--- config.mk ---
export PLATFORM = sky130hd
export DESIGN_NAME = circuit_1_sequencer
export DESIGN_NICKNAME = d
export VERILOG_FILES = /design/src/rtl/circuit_1_sequencer.sv
export SDC_FILE = /design/constraint.sdc
export NUM_CORES = 1
export LEC_CHECK = 0
export BUFFER_PORTS_ARGS = -buffer_cell sky130_fd_sc_hd__buf_2
export CAP_MARGIN = 5
export CORE_MARGIN = 5
export CORE_UTILIZATION = 60
export CTS_BUF_LIST = sky130_fd_sc_hd__clkbuf_16
export DETAILED_ROUTE_END_ITERATION = 16
export PLACE_DENSITY = 0.87
export SETUP_SLACK_MARGIN = 0.05
export SYNTH_ARGS = -nofsm -noshare
export SYNTH_HDL_FRONTEND = slang
export SYNTH_SLANG_ARGS = --single-unit
--- constraint.sdc ---
create_clock -name clk_i -period 5 [get_ports clk_i]
set_clock_uncertainty 0.2 [all_clocks]
set_input_delay 1.25 -clock clk_i [delete_from_list [all_inputs] [get_ports clk_i]]
set_output_delay 1.25 -clock clk_i [all_outputs]
set_load 0.02 [all_outputs]
--- src/rtl/circuit_1_sequencer.sv ---
// Sweeps circuit_1 inputs {a,b,c} through 000..111, waits SETTLE_CYCLES per vector, samples o_dut
// and scores it against EXPECT. Optional build macro: SEQ_STOP_ON_FAIL_EN (end sweep on first mismatch).
module circuit_1_sequencer #(
  parameter int unsigned SETTLE_CYCLES = 22,
  parameter logic [7:0]  EXPECT        = 8'hAB
) (
  input  logic       clk_i,
  input  logic       rst_i,
  input  logic       start_i,
  input  logic       abort_i,
  input  logic       o_dut_i,
  output logic       a_o,
  output logic       b_o,
  output logic       c_o,
  output logic       busy_o,
  output logic       done_o,
  output logic       pass_o,
  output logic [3:0] err_cnt_o,
  output logic [2:0] fail_idx_o,
  output logic [7:0] sampled_o
);

  localparam int unsigned    CntW    = (SETTLE_CYCLES > 1) ? $clog2(SETTLE_CYCLES) : 1;
  localparam logic [CntW-1:0] CntLast = CntW'(SETTLE_CYCLES - 1);

  typedef enum logic [1:0] {
    StIdle,
    StSettle,
    StSample,
    StDone
  } state_t;

  state_t          state_q, state_d;
  logic [2:0]      vec_q, vec_d;
  logic [2:0]      vecIdx_q, vecIdx_d;
  logic [CntW-1:0] cnt_q, cnt_d;
  logic            busy_q, busy_d;
  logic            done_q, done_d;
  logic            pass_q, pass_d;
  logic [3:0]      errCnt_q, errCnt_d;
  logic [2:0]      failIdx_q, failIdx_d;
  logic [7:0]      sampled_q, sampled_d;
  logic            mismatch;
  logic            lastVec;

  assign mismatch = (o_dut_i != EXPECT[vecIdx_q]);
  assign lastVec  = (vecIdx_q == 3'd7);

  // Sweep control; the driven vector is tracked apart from vecIdx so it can return to 000 on exit
  // while the partial results stay indexed where the sweep stopped.
  always_comb begin
    state_d   = state_q;
    vec_d     = vec_q;
    vecIdx_d  = vecIdx_q;
    cnt_d     = cnt_q;
    done_d    = 1'b0;
    pass_d    = pass_q;
    errCnt_d  = errCnt_q;
    failIdx_d = failIdx_q;
    sampled_d = sampled_q;

    case (state_q)
      StIdle: begin
        if (start_i && !abort_i) begin
          vec_d     = 3'd0;
          vecIdx_d  = 3'd0;
          cnt_d     = '0;
          errCnt_d  = 4'd0;
          failIdx_d = 3'd0;
          sampled_d = 8'd0;
          pass_d    = 1'b0;
          state_d   = StSettle;
        end
      end

      StSettle: begin
        if (abort_i) begin
          pass_d  = 1'b0;
          vec_d   = 3'd0;
          state_d = StIdle;
        end else if (cnt_q == CntLast) begin
          state_d = StSample;
        end else begin
          cnt_d = cnt_q + 1'b1;
        end
      end

      StSample: begin
        if (abort_i) begin
          pass_d  = 1'b0;
          vec_d   = 3'd0;
          state_d = StIdle;
        end else begin
          sampled_d[vecIdx_q] = o_dut_i;
          // errCnt still zero means this is the first mismatch of the sweep
          if (mismatch) begin
            errCnt_d = errCnt_q + 4'd1;
            if (errCnt_q == 4'd0) begin
              failIdx_d = vecIdx_q;
            end
          end
`ifdef SEQ_STOP_ON_FAIL_EN
          if (lastVec || mismatch) begin
`else
          if (lastVec) begin
`endif
            state_d = StDone;
          end else begin
            vecIdx_d = vecIdx_q + 3'd1;
            vec_d    = vecIdx_q + 3'd1;
            cnt_d    = '0;
            state_d  = StSettle;
          end
        end
      end

      StDone: begin
        done_d  = 1'b1;
        pass_d  = (errCnt_q == 4'd0);
        vec_d   = 3'd0;
        state_d = StIdle;
      end

      default: begin
        state_d = StIdle;
      end
    endcase

    busy_d = (state_d == StSettle) || (state_d == StSample);
  end

  always_ff @(posedge clk_i or posedge rst_i) begin
    if (rst_i) begin
      state_q   <= StIdle;
      vec_q     <= 3'd0;
      vecIdx_q  <= 3'd0;
      cnt_q     <= '0;
      busy_q    <= 1'b0;
      done_q    <= 1'b0;
      pass_q    <= 1'b0;
      errCnt_q  <= 4'd0;
      failIdx_q <= 3'd0;
      sampled_q <= 8'd0;
    end else begin
      state_q   <= state_d;
      vec_q     <= vec_d;
      vecIdx_q  <= vecIdx_d;
      cnt_q     <= cnt_d;
      busy_q    <= busy_d;
      done_q    <= done_d;
      pass_q    <= pass_d;
      errCnt_q  <= errCnt_d;
      failIdx_q <= failIdx_d;
      sampled_q <= sampled_d;
    end
  end

  assign a_o        = vec_q[2];
  assign b_o        = vec_q[1];
  assign c_o        = vec_q[0];
  assign busy_o     = busy_q;
  assign done_o     = done_q;
  assign pass_o     = pass_q;
  assign err_cnt_o  = errCnt_q;
  assign fail_idx_o = failIdx_q;
  assign sampled_o  = sampled_q;

endmodule

==> metrics.md, run 1 <==
| Metric | Value |
|---|---|
| Initial Util | `0.640` |
| Crit path buffers/inverters | `1` |
| Total of max-cap violations | `0` |
| Post-cts repair resize count | `0` |
| Core Region | `2810 um2` |
| Met2 WL | `1920 um` |
| GP Congestion | `0.870` |
| Async S/R FF share, synth | `1.00` |
| Hold_buf cts | `0` |
| Mean number of vias per cell | `6.12` |
| GRT overflow | `0` |
| Final hold vios | `0` |
| DR WL met3 | `190 um` |
| Wire per inst | `15.7 um` |
| P&R area growth vs syn | `15.2%` |
| HP Class | `reg2reg` |
| Critical-path top delay cell | `ha_1` |
| Area of the multi-input gates | `911 um2` |
| Max H-tree Level | `2` |
| Seq/Total Area, Yosys | `0.432` |
| Final Cycle Share | `0.623` |
| Drt pass-1 iters | `4` |
| Drt drc | `0` |
| Class of the most critical setup path | `reg2reg` |
| Setup crit end kind | `register` |
| Area after DPL | `1900 um2` |
| Post-Syn Area | `1800 um2` |
| Min Tclk post-route | `3.11 ns` |
| Cell variety after synth | `47` |
| Initial antenna violation count | `0` |
| Finish-stage setup viols | `0` |
| Placed cells | `232` |
| Share of layout cells above drive strength 1 | `0.181` |
| Max rail drop VDD | `328 uV` |
| Syn nets | `204` |
| Post-CTS Setup Inserts | `0` |
| Chip Width | `64.7 um` |
| Number of buffers created by CTS | `5` |
| Final wirelength | `3780 um` |
| Status | `finished clean` |
| Final Cell Area | `2070 um2` |
| Power per cell area | `338 nW/um2` |
| Crit-path max cell delay | `0.78 ns` |
| Worst EP arrival | `3.06 ns` |
| Fillers | `183` |
| Top sig layer | `met4` |
| IO Port Bufs | `25` |
| Metal1 wirelength | `1610 um` |
| Die area | `4190 um2` |
| First DRT Iteration DRCs | `162` |
| TritonCTS sink count | `31` |
| Slew Viols, Final | `0` |
| Leading cell types in the layout, fill and taps excluded | `31 x dfrtp_1, 25 x buf_2, 18 x nand2_1, 16 x inv_1, 12 x o21ai_0` |
| Fin nets | `225` |
| Ys flop type | `dfrtp_1` |
| CP top delay family | `adder cells` |
| RSZ-0062 raised after global routing | `no` |
| Antenna cells | `0` |
| Cells along the critical path | `inv_1 -> ha_1 -> mux2i_1 -> or2_1 -> a31oi_4 -> nand4_1 -> mux2_1` |
| Clock transition at path regs | `0.05 ns` |
| Setup tns final | `0 ns` |
| Yosys warns | `0` |
| Num rows | `19` |
| Dpl hpwl | `2640 um` |
| Leakage | `0.00101 uW` |
| Die Span Y | `64.7 um` |
| Final cell count without fillers | `241` |
| Commonest non-fill, non-tap cell in the layout | `dfrtp_1` |
| CTS tree | `done` |
| Peak Freq | `321 MHz` |
| Clk_lat worst skew | `0.27 ns` |
| Mean cell area of the mapped netlist | `9.55 um2` |
| I/O Pins | `26` |
| Max_slew headroom | `0.378` |
| Total global-route track usage | `0.201` |
| Synth Instances | `188` |
| Largest net degree at the start of global routing | `32` |
| Synth Register Bits | `31` |
| CP required | `4.95 ns` |
| Slew @ Worst Pin | `0.932 ns` |
| Via count | `1474` |
| Post-DRT Antenna Nets | `0` |
| Seq. cell area | `776 um2` |
| Root Buffer | `clkbuf_16` |
| Critical path startpoint category | `register` |
| Number of flops mapped to enable cells by yosys | `0` |
| Critical Path Fanout Max | `27` |
| First-pass GRT wire length | `6490 um` |
| Number of global-route vias before repair | `1465` |
| CTS Buffer Depth | `2` |
-- metal layers --
| metal | vias to the layer above | global-route usage |
|---|---|---|
| li1 | 718 | - |
| met1 | 707 | 0.229 |
| met2 | 40 | 0.351 |
| met3 | 9 | 0.0570 |
| met4 | 0 | 0.0844 |
| met5 | - | 0 |
-- worst register-to-register path: stages (launching register included) --
cell and delay, ns:
dfrtp_1 0.40, inv_1 0.12, ha_1 0.78, mux2i_1 0.16
or2_1 0.51, a31oi_4 0.34, nand4_1 0.13, mux2_1 0.34
-- state kept, by name, indices dropped and copies added, names as in the netlist --
name,flops
pass_o,1
done_o,1
fail_idx_o,3
cnt_q,5
vecIdx_q,3
vec_q,3
sampled_o,8
err_cnt_o,4
state_q,2
busy_o,1
-- layout make-up --
| type | count | share of cell area |
|---|---|---|
| clock inverter | 3 | 0.00605 |
| timing repair buffer | 26 | 0.0738 |
| tap | 31 | 0.0188 |
| clock buffer | 5 | 0.0605 |
| sequential | 31 | 0.375 |
| inverter | 14 | 0.0254 |
| multi-input combinational | 131 | 0.440 |
-- Yosys cell counts, types with 2 or more instances --
library cell / instances / area share
o21ai_1: 2 / 0.0056
inv_1: 14 / 0.029
nor2b_1: 4 / 0.014
o41ai_1: 2 / 0.0098
xor2_1: 2 / 0.0098
nand3_1: 10 / 0.028
o22ai_1: 4 / 0.014
a22o_1: 2 / 0.0098
clkbuf_1: 8 / 0.017
a32o_1: 2 / 0.011
nand2b_1: 5 / 0.017
o21a_1: 3 / 0.013
a22oi_1: 2 / 0.0084
a21o_1: 2 / 0.0084
buf_2: 3 / 0.0084
dfrtp_1: 31 / 0.43
o311ai_1: 2 / 0.0098
o31ai_1: 6 / 0.025
o21ai_0: 12 / 0.033
nor3b_1: 2 / 0.0084
nor3_1: 3 / 0.0084
ha_1: 11 / 0.077
nand2_1: 18 / 0.038
a21oi_1: 9 / 0.025
o31a_1: 2 / 0.0098
nor2_1: 5 / 0.010
or3_1: 2 / 0.0070
-- path summary, 6_finish.rpt --
kind | startpoint | end | slack [ns] | depth (start not counted)
worst min register to register | pass_o | pass_o | 0.28 | 2
worst min-delay path | pass_o | pass_o | 0.28 | 2
worst max register to register | state_q[0] | err_cnt_o[3] | 1.89 | 7
max in group asynchronous | rst_i | sampled_o[3] | 3.27 | 3
min in group asynchronous | rst_i | err_cnt_o[2] | 0.83 | 2
worst max-delay path | state_q[0] | err_cnt_o[3] | 1.89 | 7
-- cell families (layout without fill, tap and decap cells) --
family,Yosys count,count (layout),share of synthesized area
fa+ha+maj,11,11,0.0767
mux,2,2,0.0118
buf+inv,26,48,0.0606
simple gates,57,57,0.170
xor+xnor,2,2,0.00976
flops,31,31,0.432
compound gates,59,59,0.239
-- power breakdown --
group / total [uW] / internal (uW) / switching (uW)
Clock: 279 / 179 / 99.5
Combinational: 148 / 53.0 / 95.1
Sequential: 273 / 264 / 9.45
Total: 700 / 496 / 204
-- metrics by stage --
step	total power (uW)	setup slack, ns	hold WS (ns)	utilization
floorplan	390	2.28	0.304	-
global placement	412	2.01	0.254	0.678
detailed placement	421	1.89	0.268	0.678
CTS	699	1.95	0.278	0.727
global route	741	1.72	0.312	0.737
finish	700	1.89	0.280	0.737
Note: power is estimated with default switching activity, not from simulation.
==> run 2, diff against run 1 <==
ABC_AREA = 1   (was not set)
CORE_UTILIZATION = 56   (was 60)
PLACE_DENSITY = 0.83   (was 0.87)
clock period = 3.2 ns   (was 5 ns; I/O delays follow)
==> metrics.md, run 2 <==
| Metric | Value |
|---|---|
| Slew @ Worst Pin | `0.383 ns (was 0.932 ns)` |
| Die area | `4280 um2 (was 4190 um2)` |
| Total global-route track usage | `0.188 (was 0.201)` |
| Setup tns final | `0 ns (unchanged)` |
| Post-cts repair resize count | `0 (unchanged)` |
| HP Class | `reg2reg (unchanged)` |
| Core Region | `3000 um2 (was 2810 um2)` |
| Synth top area cells | `dfrtp_1 45%, nand2_1 11%, ha_1 8.0%, nand3_1 7.6%, inv_1 5.5% (was dfrtp_1 43%, ha_1 7.7%, nand2_1 3.8%, o21ai_0 3.3%, inv_1 2.9%)` |
| Synth Register Bits | `31 (unchanged)` |
| Finish-stage setup viols | `0 (unchanged)` |
| CTS tree | `done (unchanged)` |
| Via count | `1463 (was 1474)` |
| P&R area growth vs syn | `17.7% (was 15.2%)` |
| Most used cell, CP | `inv_2` |
| Critical Path Fanout Max | `22 (was 27)` |
| Max_slew headroom | `0.745 (was 0.378)` |
| Setup crit end kind | `register (unchanged)` |
| First-pass GRT wire length | `6080 um (was 6490 um)` |
| Min Tclk post-route | `2.05 ns (was 3.11 ns)` |
| Cell variety after synth | `24 (was 47)` |
| Drt pass-1 iters | `4 (unchanged)` |
| Largest family of logic cells by synthesized area | `simple AND/OR/NAND/NOR gates (was compound AO/OA/AOI/OAI gates)` |
| Status | `finished clean (unchanged)` |
| Leakage | `0.00108 uW (was 0.00101 uW)` |
| CP top delay family | `buffers and inverters (was adder cells)` |
| First DRT Iteration DRCs | `79 (was 162)` |
| Peak Freq | `488 MHz (was 321 MHz)` |
| Chip Width | `65.4 um (was 64.7 um)` |
| Synth Instances | `210 (was 188)` |
| Mux contribution to synthesized area | `0 (was 0.0118)` |
| CTS Buffer Depth | `2 (unchanged)` |
| Util after Layout | `0.675 (was 0.737)` |
| Root Buffer | `clkbuf_16 (unchanged)` |
| Hold path endpoint | `fail_idx_o[0] (was pass_o)` |
| Worst slack after detailed placement | `1.09 ns (was 1.89 ns)` |
| Mean number of vias per cell | `5.32 (was 6.12)` |
| Syn nets | `226 (was 204)` |
| Post-CTS Setup Inserts | `0 (unchanged)` |
| R2R setup slack | `1.15 ns (was 1.89 ns)` |
| Ys flop type | `dfrtp_1 (unchanged)` |
| Worst R2R Start | `state_q[0] (unchanged)` |
| Clk_lat worst skew | `0.28 ns (was 0.27 ns)` |
| Final hold vios | `0 (unchanged)` |
| Design Power | `1270 uW (was 700 uW)` |
| Worst r2r path cells | `12 (was 7)` |
| Clock transition at path regs | `0.05 ns (about the same)` |
| Mean cell area of the mapped netlist | `8.19 um2 (was 9.55 um2)` |
| Total of max-cap violations | `0 (unchanged)` |
| IO Port Bufs | `25 (unchanged)` |
| Dpl hpwl | `2460 um (was 2640 um)` |
| Max H-tree Level | `2 (unchanged)` |
| GP Congestion | `0.883 (was 0.870)` |
| Leading cell types in the layout, fill and taps excluded | `50 x nand2_1, 31 x dfrtp_1, 26 x nand3_1, 25 x inv_1, 25 x buf_2 (was 31 x dfrtp_1, 25 x buf_2, 18 x nand2_1, 16 x inv_1, 12 x o21ai_0)` |
| CP required | `3.16 ns (was 4.95 ns)` |
| Commonest non-fill, non-tap cell in the layout | `nand2_1 (was dfrtp_1)` |
| Wire per inst | `12.9 um (was 15.7 um)` |
| Number of flops mapped to enable cells by yosys | `0 (unchanged)` |
| Yosys warns | `0 (unchanged)` |
| RR Endpoint | `fail_idx_o[2] (was err_cnt_o[3])` |
| Hold Startpoint | `fail_idx_o[0] (was pass_o)` |
| Final wirelength | `3550 um (was 3780 um)` |
| Max rail drop VDD | `357 uV (was 328 uV)` |
| Cells along the critical path | `inv_1 -> ha_1 -> buf_4 -> inv_2 -> nor2_4 -> inv_2 -> nand2_2 -> nand2_4 -> inv_2 -> nand3_2 -> nand2_1 -> o21ai_1 (was inv_1 -> ha_1 -> mux2i_1 -> or2_1 -> a31oi_4 -> nand4_1 -> mux2_1)` |
| Crit path buffers/inverters | `5 (was 1)` |
| Antenna cells | `0 (unchanged)` |
| Synth top cells by count | `50 x nand2_1, 31 x dfrtp_1, 26 x nand3_1 (was 31 x dfrtp_1, 18 x nand2_1, 14 x inv_1)` |
| Post-Syn Area | `1720 um2 (was 1800 um2)` |
| Crit-path max cell delay | `0.43 ns (was 0.78 ns)` |
| Share of layout cells above drive strength 1 | `0.207 (was 0.181)` |
| Class of the most critical setup path | `reg2reg (unchanged)` |
| Initial Util | `0.573 (was 0.640)` |
| Critical-path top delay cell | `dfrtp_1 (was ha_1)` |
| Initial antenna violation count | `0 (unchanged)` |
| Max FFs per register | `8 (unchanged)` |
| Top cell type by total area after synthesis | `dfrtp_1 (unchanged)` |
| TritonCTS sink count | `31 (unchanged)` |
| Synthesized-area fraction occupied by and/or/nand/nor cells | `0.263 (was 0.170)` |
| Number of global-route vias before repair | `1384 (was 1465)` |
| Fillers | `246 (was 183)` |
| XOR/XNOR Fraction of Synth Area | `0.0255 (was 0.00976)` |
| Most frequent cell after synthesis | `nand2_1 (was dfrtp_1)` |
| Number of buffers created by CTS | `5 (unchanged)` |
| Power per cell area | `627 nW/um2 (was 338 nW/um2)` |
| Compound-cell area share of the yosys netlist | `0.107 (was 0.239)` |
| Largest net degree at the start of global routing | `32 (unchanged)` |
| Num rows | `20 (was 19)` |
| Worst EP arrival | `2.01 ns (was 3.06 ns)` |
| Area fraction of the dominant cell type after synthesis | `0.451 (was 0.432)` |
| Seq/Total Area, Yosys | `0.451 (was 0.432)` |
| Synthesized-area fraction occupied by adder cells | `0.0800 (was 0.0767)` |
| I/O Pins | `26 (unchanged)` |
| Worst hold slack | `0.281 ns (was 0.280 ns)` |
| Fin nets | `258 (was 225)` |
| Post-DRT Antenna Nets | `0 (unchanged)` |
| Hold_buf cts | `0 (unchanged)` |
| GRT overflow | `0 (unchanged)` |
| Async S/R FF share, synth | `1.00 (unchanged)` |
| Final Cycle Share | `0.641 (was 0.623)` |
| Die Span Y | `65.4 um (was 64.7 um)` |
| WHS Path Cells | `2 (unchanged)` |
| RSZ-0062 raised after global routing | `no (unchanged)` |
| PnR worst setup slack | `1.15 ns (was 1.89 ns)` |
| Drt drc | `0 (unchanged)` |
| Critical path startpoint category | `register (unchanged)` |
| Slew Viols, Final | `0 (unchanged)` |
## run 2: changes by cell type after synthesis, sizes merged, moves of 6 or more
cell	before	now
nand2	18	56
inv	14	30
o31ai	6	0
clkbuf	8	0
nor2	5	12
nand3	10	27
## run 2: how the worst max path moves through the flow
stage | startpoint | end | cells past startpoint
6_report | state_q[0] | fail_idx_o[2] | 12
5_1_grt | state_q[0] | vecIdx_q[1] | 11
4_1_cts | state_q[0] | fail_idx_o[2] | 12
3_5_place_dp | abort_i | cnt_q[1] | 9
3_3_place_gp | abort_i | cnt_q[3] | 9
2_1_floorplan | abort_i | cnt_q[2] | 8
## run 2: area by class of cell
type / count / area, um2 / area share
Clock buffer: 5 / 125 / 0.0618
Clock inverter: 2 / 8.76 / 0.00432
Inverter: 31 / 116 / 0.0574
Multi-Input combinational cell: 146 / 818 / 0.404
Sequential cell: 31 / 776 / 0.383
Tap cell: 33 / 41.3 / 0.0204
Timing Repair Buffer: 27 / 140 / 0.0692
## run 2: metrics by stage
step           instance area, um2  cells
3_5_place_dp                 1890    268
2_1_floorplan                1720    210
3_3_place_gp                 1890    268
6_report                     2030    275
5_1_grt                      2030    275
4_1_cts                      2030    275
## run 2: power by group
part | switching, uW | internal, uW | leakage [uW]
sequential | 33.6 | 427 | 0.000425
combinational | 249 | 121 | 0.000590
clock | 161 | 279 | 0.0000671
total | 444 | 827 | 0.00108
## run 2: cell families after synthesis
| family | Yosys count |
|---|---|
| adders and majority gates | 11 |
| AOI/OAI and AO/OA | 33 |
| DFF | 31 |
| xor gates and xnor gates | 5 |
| and+or+nand+nor | 97 |
| buffers and inverters | 33 |
## run 2: worst reg2reg max path, delay by kind of cell, from the launching register on
kind            cells  cell delay [ns]
flops               1             0.43
fa+ha+maj           1             0.15
compound gates      1             0.05
simple gates        5             0.51
buf+inv             5             0.60
## run 2: per-layer routing
| layer | wire length (um) | share of wire | track usage | vias to the layer above |
|---|---|---|---|---|
| met5 | 0 | 0 | 0 | - |
| met4 | 63 | 0.018 | 0.0907 | 0 |
| met1 | 1640 | 0.46 | 0.235 | 675 |
| li1 | - | - | - | 749 |
| met3 | 150 | 0.042 | 0.0564 | 7 |
| met2 | 1700 | 0.48 | 0.296 | 32 |
==> run 3, diff against run 2 <==
ABC_AREA = 0   (was 1)
CORE_UTILIZATION = 51   (was 56)
PLACE_DENSITY = 0.79   (was 0.83)
clock period = 1.7 ns   (was 3.2 ns; I/O delays follow)
==> metrics.md, run 3 (synthesized netlist as in run 1, its figures left out) <==
| Metric | Value |
|---|---|
| Peak Freq | `434 MHz (was 488 MHz)` |
| Slew Viols, Final | `0 (unchanged)` |
| Number of global-route vias before repair | `1853 (was 1384)` |
| Root Buffer | `clkbuf_16 (unchanged)` |
| HP Class | `in2async (was reg2reg)` |
| Via count | `1878 (was 1463)` |
| Final Cell Area | `2870 um2 (was 2030 um2)` |
| R2R setup slack | `-0.60 ns (was 1.15 ns)` |
| First-pass GRT wire length | `8870 um (was 6080 um)` |
| Max_slew headroom | `0.719 (was 0.745)` |
| Num rows | `21 (was 20)` |
| Fillers | `195 (was 246)` |
| Drt pass-1 iters | `4 (unchanged)` |
| Total global-route track usage | `0.234 (was 0.188)` |
| Largest net degree at the start of global routing | `32 (unchanged)` |
| Worst EP arrival | `2.28 ns (was 2.01 ns)` |
| Final wirelength | `6380 um (was 3550 um)` |
| Initial Util | `0.534 (was 0.573)` |
| Fin nets | `279 (was 258)` |
| PnR worst setup slack | `-0.602 ns (was 1.15 ns)` |
| Leakage | `0.00133 uW (was 0.00108 uW)` |
| Final Cycle Share | `1.35 (was 0.641)` |
| Max rail drop VDD | `903 uV (was 357 uV)` |
| Wire per inst | `20.7 um (was 12.9 um)` |
| Design Power | `2510 uW (was 1270 uW)` |
| Die Span Y | `69.3 um (was 65.4 um)` |
| Post-DRT Antenna Nets | `0 (unchanged)` |
| Power per cell area | `877 nW/um2 (was 627 nW/um2)` |
| Share of layout cells above drive strength 1 | `0.563 (was 0.207)` |
| Max FFs per register | `8 (unchanged)` |
| IO Port Bufs | `25 (unchanged)` |
| Dpl hpwl | `3420 um (was 2460 um)` |
| CP required | `1.68 ns (was 3.16 ns)` |
| Setup crit end kind | `register (unchanged)` |
| I/O Pins | `26 (unchanged)` |
| Critical path startpoint category | `register (unchanged)` |
| Commonest non-fill, non-tap cell in the layout | `buf_4 (was nand2_1)` |
| GRT overflow | `0 (unchanged)` |
| RSZ-0062 raised after global routing | `yes (was no)` |
| CTS Buffer Depth | `2 (unchanged)` |
| Clock transition at path regs | `0.05 ns (about the same)` |
| Drt drc | `0 (unchanged)` |
| First DRT Iteration DRCs | `134 (was 79)` |
| Total of max-cap violations | `0 (unchanged)` |
| Antenna cells | `0 (unchanged)` |
| Mean number of vias per cell | `6.08 (was 5.32)` |
| Max H-tree Level | `2 (unchanged)` |
| Area after DPL | `2340 um2 (was 1890 um2)` |
| Core Region | `3360 um2 (was 3000 um2)` |
| Class of the most critical setup path | `reg2reg (unchanged)` |
| Chip Width | `69.3 um (was 65.4 um)` |
| GP Congestion | `0.860 (was 0.883)` |
| CTS tree | `done (unchanged)` |
| Leading cell types in the layout, fill and taps excluded | `47 x buf_4, 28 x dfrtp_1, 25 x buf_2, 16 x nand2_1, 13 x inv_1 (was 50 x nand2_1, 31 x dfrtp_1, 26 x nand3_1, 25 x inv_1, 25 x buf_2)` |
| Clk_lat worst skew | `0.28 ns (about the same)` |
| Failing checks | `negative setup slack` |
| Final hold vios | `0 (unchanged)` |
| Slew @ Worst Pin | `0.422 ns (was 0.383 ns)` |
| Min Tclk post-route | `2.30 ns (was 2.05 ns)` |
| P&R area growth vs syn | `59.7% (was 17.7%)` |
| Number of buffers created by CTS | `5 (unchanged)` |
| Critical Path Fanout Max | `3 (was 22)` |
| Status | `complete, but fails checks (was finished clean)` |
| Initial antenna violation count | `0 (unchanged)` |
| Die area | `4810 um2 (was 4280 um2)` |
| Worst hold slack | `0.0247 ns (was 0.281 ns)` |
| TritonCTS sink count | `31 (unchanged)` |
| Finish-stage setup viols | `28 (was 0)` |
[run 3: changes by cell type in the layout (fill, tap and decap cells not counted), sizes merged, moves of 3 or more]
| cell | before | now |
|---|---|---|
| nand2b | 0 | 5 |
| o22ai | 9 | 4 |
| o31ai | 0 | 6 |
| buf | 27 | 80 |
| nand2 | 56 | 18 |
| clkinv | 3 | 0 |
| o21a | 0 | 3 |
| or3 | 0 | 3 |
| inv | 30 | 16 |
| nand3 | 27 | 10 |
| nor2b | 0 | 5 |
| nor2 | 12 | 5 |
[run 3: where the power goes]
group	switching [uW]	internal (uW)	total, uW
Sequential	21.9	776	798
Clock	301	521	822
Combinational	491	404	894
Total	813	1700	2510
[run 3: area by class of cell]
cell class / count / area (um2) / share of cell area
inverters: 14 / 52.6 / 0.0183
flip-flops and latches: 31 / 779 / 0.272
clock inverters: 2 / 7.51 / 0.00262
well taps: 46 / 57.6 / 0.0201
multi-input cells: 131 / 1260 / 0.439
clock buffers: 5 / 125 / 0.0436
repair buffers: 80 / 586 / 0.204
[run 3: metrics by stage]
stage,TNS (ns),instances,util,setup slack (ns)
after floorplan,-5.64,188,-,-0.465
after global placement,-5.47,290,0.696,-0.358
after detailed placement,-7.08,290,0.696,-0.421
after CTS,-5.33,303,0.788,-0.403
after global routing,-7.83,309,0.853,-0.636
final,-6.63,309,0.853,-0.602
[run 3: metal layers]
metal / routed length (um) / GRT usage / up-vias
met4: 373 / 0.115 / 0
met5: 0 / 0 / -
li1: - / - / 824
met3: 350 / 0.0594 / 39
met1: 2230 / 0.232 / 917
met2: 3430 / 0.445 / 98
[run 3: what timing repair did]
| action | 4_1_cts | 5_1_grt |
|---|---|---|
| pin swaps | 9 | 16 |
| endpoints found under the setup margin | 30 | 30 |
| setup buffers | 6 | 6 |
| resized for setup | 32 | 37 |
| hold buffers | 0 | 0 |
[run 3: critical path: stages, from the launching register on]
cell	delay (ns)
dfrtp_2	0.42
buf_4	0.16
ha_4	0.16
ha_4	0.16
o21a_1	0.23
a211oi_4	0.22
nand3_2	0.12
or3_1	0.33
a21oi_1	0.20
[run 3: worst paths after layout]
| path | from | endpoint | depth (start not counted) |
|---|---|---|---|
| max | vecIdx_q[0] | cnt_q[4] | 8 |
| min | rst_i | err_cnt_o[2] | 3 |
| max reg2reg | vecIdx_q[0] | cnt_q[4] | 8 |
| min reg2reg | sampled_o[2] | sampled_o[2] | 2 |
| max in group asynchronous | rst_i | vecIdx_q[1] | 3 |
| min in group clk_i | sampled_o[2] | sampled_o[2] | 2 |
